## src/rtl/multi_timer_pkg.sv

```systemverilog
// -----------------------------------------------------------------------------
// multi_timer_pkg
//   Shared types for the multi-channel system timer.
//   - mode_e       : per-channel operating mode, decoded from the periodic input
//   - chan_state_t : architectural state of one channel at the default width
//   - TIMER_WIDTH  : default counter/reload width
// -----------------------------------------------------------------------------
package multi_timer_pkg;

    localparam int TIMER_WIDTH = 16;

    typedef enum logic {
        MODE_ONESHOT  = 1'b0,
        MODE_PERIODIC = 1'b1
    } mode_e;

    typedef struct packed {
        logic [TIMER_WIDTH-1:0] count;
        logic                   running;
    } chan_state_t;

endpackage

```

## src/rtl/timer_channel.sv

```systemverilog
// -----------------------------------------------------------------------------
// timer_channel
//   One down-counting timer channel. Priority per clock: stop > start > tick.
//   On a tick at count 0 the channel expires: a one-cycle expired pulse, the
//   sticky irq is set, and the channel either reloads (periodic) or halts.
//
// Ports
//   clk        in   system clock
//   reset_n    in   asynchronous active-low reset
//   tick       in   shared prescale enable
//   start      in   load reload value and run
//   stop       in   halt, hold count
//   periodic   in   1 = reload on expiry, 0 = stop on expiry
//   reload     in   WIDTH-bit reload value
//   irq_clear  in   clear sticky irq (a same-cycle expiry wins)
//   count      out  current count
//   running    out  channel is counting
//   expired    out  one-cycle expiry pulse
//   irq        out  sticky expiry flag
// -----------------------------------------------------------------------------
module timer_channel
    import multi_timer_pkg::*;
#(
    parameter int WIDTH = TIMER_WIDTH
) (
    input  logic             clk,
    input  logic             reset_n,
    input  logic             tick,
    input  logic             start,
    input  logic             stop,
    input  logic             periodic,
    input  logic [WIDTH-1:0] reload,
    input  logic             irq_clear,
    output logic [WIDTH-1:0] count,
    output logic             running,
    output logic             expired,
    output logic             irq
);

    typedef struct packed {
        logic [WIDTH-1:0] count;
        logic             running;
    } state_t;

    state_t state_q;
    state_t state_d;
    logic   expired_d;
    logic   irq_d;
    mode_e  mode;

    assign mode = periodic ? MODE_PERIODIC : MODE_ONESHOT;

    always_ff @(posedge clk or negedge reset_n) begin
        if (!reset_n) begin
            state_q <= '0;
            expired <= 1'b0;
            irq     <= 1'b0;
        end else begin
            state_q <= state_d;
            expired <= expired_d;
            irq     <= irq_d;
        end
    end

    always_comb begin
        state_d   = state_q;
        expired_d = 1'b0;
        irq_d     = irq & ~irq_clear;

        if (stop) begin
            state_d.running = 1'b0;
        end else if (start) begin
            state_d.count   = reload;
            state_d.running = 1'b1;
        end else if (state_q.running && tick) begin
            if (state_q.count != '0) begin
                state_d.count = state_q.count - 1'b1;
            end else begin
                // Expiry: the irq set overrides a same-cycle irq_clear.
                expired_d = 1'b1;
                irq_d     = 1'b1;
                if (mode == MODE_PERIODIC) begin
                    state_d.count = reload;
                end else begin
                    state_d.running = 1'b0;
                end
            end
        end
    end

    assign count   = state_q.count;
    assign running = state_q.running;

endmodule

```

## src/rtl/multi_timer.sv

```systemverilog
// -----------------------------------------------------------------------------
// multi_timer
//   CHANNELS independent programmable down-counting timers sharing one clock
//   and one prescale tick. Pure structural wrapper around timer_channel.
//
// Ports
//   clk        in   system clock
//   reset_n    in   asynchronous active-low reset
//   tick       in   shared prescale enable
//   start      in   [CHANNELS]        per-channel start
//   stop       in   [CHANNELS]        per-channel stop
//   periodic   in   [CHANNELS]        per-channel mode (1 = periodic)
//   reload     in   [CHANNELS*WIDTH]  channel c at [c*WIDTH +: WIDTH]
//   irq_clear  in   [CHANNELS]        per-channel irq clear
//   count      out  [CHANNELS*WIDTH]  channel c at [c*WIDTH +: WIDTH]
//   running    out  [CHANNELS]
//   expired    out  [CHANNELS]        one-cycle expiry pulses
//   irq        out  [CHANNELS]        sticky expiry flags
// -----------------------------------------------------------------------------
module multi_timer
    import multi_timer_pkg::*;
#(
    parameter int CHANNELS = 4,
    parameter int WIDTH    = TIMER_WIDTH
) (
    input  logic                      clk,
    input  logic                      reset_n,
    input  logic                      tick,
    input  logic [CHANNELS-1:0]       start,
    input  logic [CHANNELS-1:0]       stop,
    input  logic [CHANNELS-1:0]       periodic,
    input  logic [CHANNELS*WIDTH-1:0] reload,
    input  logic [CHANNELS-1:0]       irq_clear,
    output logic [CHANNELS*WIDTH-1:0] count,
    output logic [CHANNELS-1:0]       running,
    output logic [CHANNELS-1:0]       expired,
    output logic [CHANNELS-1:0]       irq
);

    for (genvar c = 0; c < CHANNELS; c++) begin : g_chan
        timer_channel #(
            .WIDTH (WIDTH)
        ) u_chan (
            .clk       (clk),
            .reset_n   (reset_n),
            .tick      (tick),
            .start     (start[c]),
            .stop      (stop[c]),
            .periodic  (periodic[c]),
            .reload    (reload[c*WIDTH +: WIDTH]),
            .irq_clear (irq_clear[c]),
            .count     (count[c*WIDTH +: WIDTH]),
            .running   (running[c]),
            .expired   (expired[c]),
            .irq       (irq[c])
        );
    end

endmodule

```

## config.mk

```make
export PLATFORM = sky130hd
export DESIGN_NAME = multi_timer
export DESIGN_NICKNAME = d
export VERILOG_FILES = /design/src/rtl/multi_timer_pkg.sv /design/src/rtl/timer_channel.sv /design/src/rtl/multi_timer.sv
export SDC_FILE = /design/constraint.sdc
export NUM_CORES = 1
export LEC_CHECK = 0
export ABC_AREA = 1
export CORE_ASPECT_RATIO = 2
export CORE_UTILIZATION = 45
export CTS_CLUSTER_SIZE = 16
export DETAILED_ROUTE_END_ITERATION = 6
export GPL_ROUTABILITY_DRIVEN = 0
export PLACE_DENSITY = 0.8
export SETUP_SLACK_MARGIN = 0.1
export SYNTH_ARGS = -nofsm -noshare
export SYNTH_HDL_FRONTEND = slang
export SYNTH_SLANG_ARGS = --single-unit
```

## constraint.sdc

```tcl
create_clock -name clk -period 1.74 [get_ports clk]
set_clock_uncertainty 0.15 [all_clocks]
set_input_delay 0.348 -clock clk [delete_from_list [all_inputs] [get_ports clk]]
set_output_delay 0.348 -clock clk [all_outputs]
set_load 0.005 [all_outputs]
```

==> flow_summary.json <==
{
  "status": "complete, but fails checks",
  "violations": "negative setup slack",
  "timing.rr.end": "g_chan[0].u_chan.count[4]",
  "mostFrequentLayoutCell": "nand2_1",
  "tritoncts": "yes",
  "synth_xor_area_frac": 0.0281,
  "synth_area_leader_cell": "dfrtp_1",
  "yosys_warnings": 0,
  "peakVddDrop_mv": 0.897,
  "cp-start-kind": "flip-flop",
  "relSlewSlack": 0.661,
  "dpl.hpwl_microns": 15900,
  "cts.sinks": 76,
  "required_ns": 1.82,
  "seq_area_frac_synth": 0.321,
  "critPathMaxFanout": 8,
  "wirelength_microns": 32600,
  "synth.distinct_cells": 31,
  "post-route-util": 0.877,
  "reg2reg_depth": 10,
  "row_count": 59,
  "synthCells": 927,
  "yosys-top-cells-area": "dfrtp_1 32%, nand2_1 30%, nor2_1 4.9%",
  "post_synth.cell_area_avg_sq_um": 6.39,
  "drc": 0,
  "die_y_microns": 164,
  "fin_cells": 1478,
  "yosysTopAreaCellShare": 0.321,
  "post-place-ws_ns": -0.301,
  "p_leak_nw": 5.91,
  "rsz0062_at_grt": "yes",
  "rr_startpoint": "g_chan[0].u_chan.count[11]",
  "dr.pass1.iters": 6,
  "h-tree-depth": 3,
  "clockBufferDepth": 2,
  "synth_mux_area_frac": 0,
  "grt_pass1_vias": 8223,
  "path_class": "flip-flop to flip-flop",
  "grt_first_pass_wirelength_microns": 38900,
  "critPathArrivalTime_ns": 2.10,
  "clk_latency_ns": 0.35,
  "ant_nets": 0,
  "via_count": 8807,
  "track_usage": 0.363,
  "p_per_area_nw_per_um2": 986,
  "die_w_microns": 83.1,
  "fmax_ghz": 0.494,
  "syn_to_final_growth_pct": 91.3,
  "cap_violations": 0,
  "floorplan.initialDensity": 0.458,
  "cts_buffers": 9,
  "ys_seq_elements": 76,
  "tns_ns": -10.35,
  "endpoint_kind": "flip-flop",
  "nFillCells": 552,
  "regToRegSetupSlack_ns": -0.28,
  "postSynthNetCount": 1018,
  "fin_nets": 1412,
  "final_cell_mix": "319 x nand2_1, 145 x buf_4, 124 x nand2_2",
  "drv_slew": 0,
  "finalSetupViolations": 75,
  "period_needed_ns": 2.02,
  "dieArea_sq_um": 13600,
  "synth_compound_area_frac": 0.0363,
  "syn-cell-area_sq_um": 5920,
  "hp-class": "input port to async pin",
  "vias_per_cell": 5.96,
  "io_buffers": 158,
  "core-area_sq_um": 12900,
  "post_drt_wl_per_cell_microns": 22.0,
  "synth_top_family_by_area": "simple AND/OR/NAND/NOR gates",
  "synth_fa_ha_area_frac": 0.0169,
  "total_power_mw": 11.2,
  "final.setup.worst_slack_ns": -0.284,
  "antenna_found_initial": 0,
  "grt_overflow": 0,
  "placed_cells_incl_taps": 1352,
  "diodes": 0,
  "final-hold-violation-count": 0,
  "finalCritPeriodShare": 1.16,
  "path_clk_slew_ns": 0.06,
  "cts_root_buffer": "clkbuf_16",
  "worst_slew_pin_slew_ns": 0.508,
  "first_iter_violations": 1022,
  "synthSimpleGateAreaFrac": 0.499,
  "grt_max_degree": 34,
  "pin_count": 159,
  "layout-drive-gt1-share": 0.447
}
==> layout make-up <==
type / count / area (sq um) / area share
Clock inverter: 2 / 10.0 / 0.000884
Multi-Input combinational cell: 740 / 4670 / 0.412
Timing Repair inverter: 3 / 36.3 / 0.00320
Inverter: 83 / 359 / 0.0317
Sequential cell: 76 / 1910 / 0.168
Tap cell: 152 / 190 / 0.0168
Timing Repair Buffer: 408 / 3900 / 0.344
Clock buffer: 14 / 254 / 0.0224
==> how the worst max path moves through the flow <==
stage | start | cells after the start | endpoint | slack [ns]
after floorplan | g_chan[3].u_chan.count[0] | 10 | g_chan[3].u_chan.count[10] | 0.10
after global placement | tick | 7 | g_chan[3].u_chan.count[13] | -0.26
after detailed placement | tick | 7 | g_chan[3].u_chan.count[13] | -0.30
after CTS | g_chan[3].u_chan.count[6] | 9 | g_chan[3].u_chan.count[13] | -0.02
after global routing | g_chan[0].u_chan.count[11] | 10 | g_chan[0].u_chan.count[4] | -0.37
final | g_chan[0].u_chan.count[11] | 10 | g_chan[0].u_chan.count[4] | -0.28
==> where the power goes <==
part	leakage (nW)	switching (mW)	internal, mW	total [mW]
Clock	0.131	0.800	1.01	1.81
Sequential	0.962	0.312	2.09	2.40
Combinational	4.82	3.74	3.22	6.95
Total	5.91	4.85	6.32	11.2
==> kinds of logic (layout without fill, tap and decap cells) <==
kind of cell / count (synthesis) / count (layout)
simple gates: 676 / 678
flops: 76 / 76
buf+inv: 113 / 510
compound gates: 35 / 35
fa+ha+maj: 8 / 8
xor+xnor: 19 / 19
==> routing by layer <==
layer	up-vias	GRT usage	routed length, microns
li1	3634	-	-
met5	-	0	0
met3	360	0.0482	2710
met1	4027	0.339	9730
met2	786	0.687	16400
met4	0	0.306	3750
==> flip-flops by register name, indices dropped and copies added, names as in the netlist <==
register and flops:
g_chan.u_chan.irq 4, g_chan.u_chan.expired 4, g_chan.u_chan.running 4, g_chan.u_chan.count 64
==> stage by stage <==
step,hold WS [ns],area [sq um]
6_report,0.315,11300
5_1_grt,0.338,11300
4_1_cts,0.321,10300
3_5_place_dp,0.127,8620
3_3_place_gp,0.126,8620
2_1_floorplan,-0.0976,5930
==> worst max-delay path, stage by stage (launching register included) <==
cell	delay, ns
dfrtp_1	0.40
buf_4	0.15
nor2_2	0.12
nand2_1	0.12
nor2_2	0.25
nand4_1	0.20
nand2_2	0.15
inv_4	0.06
buf_12	0.15
nand2_2	0.08
nand2_1	0.06
==> Yosys cell counts (all sizes together) <==
cell / instances
dfrtp: 76
nor2: 105
buf: 30
o21bai: 1
xor2: 10
xnor2: 9
nand2: 490
o21ai: 25
a21oi: 6
ha: 8
inv: 83
nand4: 16
nand3: 57
nor3: 1
nand3b: 7
o22ai: 3
==> timing repair <==
item	4_1_cts	5_1_grt
cloned	5	3
endpoints found under the setup margin	148	103
endpoints found under the hold margin	19	0
pin swaps	108	110
hold buffers	1	0
setup buffers	62	41
resized for setup	351	235
Note: power is estimated with default switching activity, not from simulation.
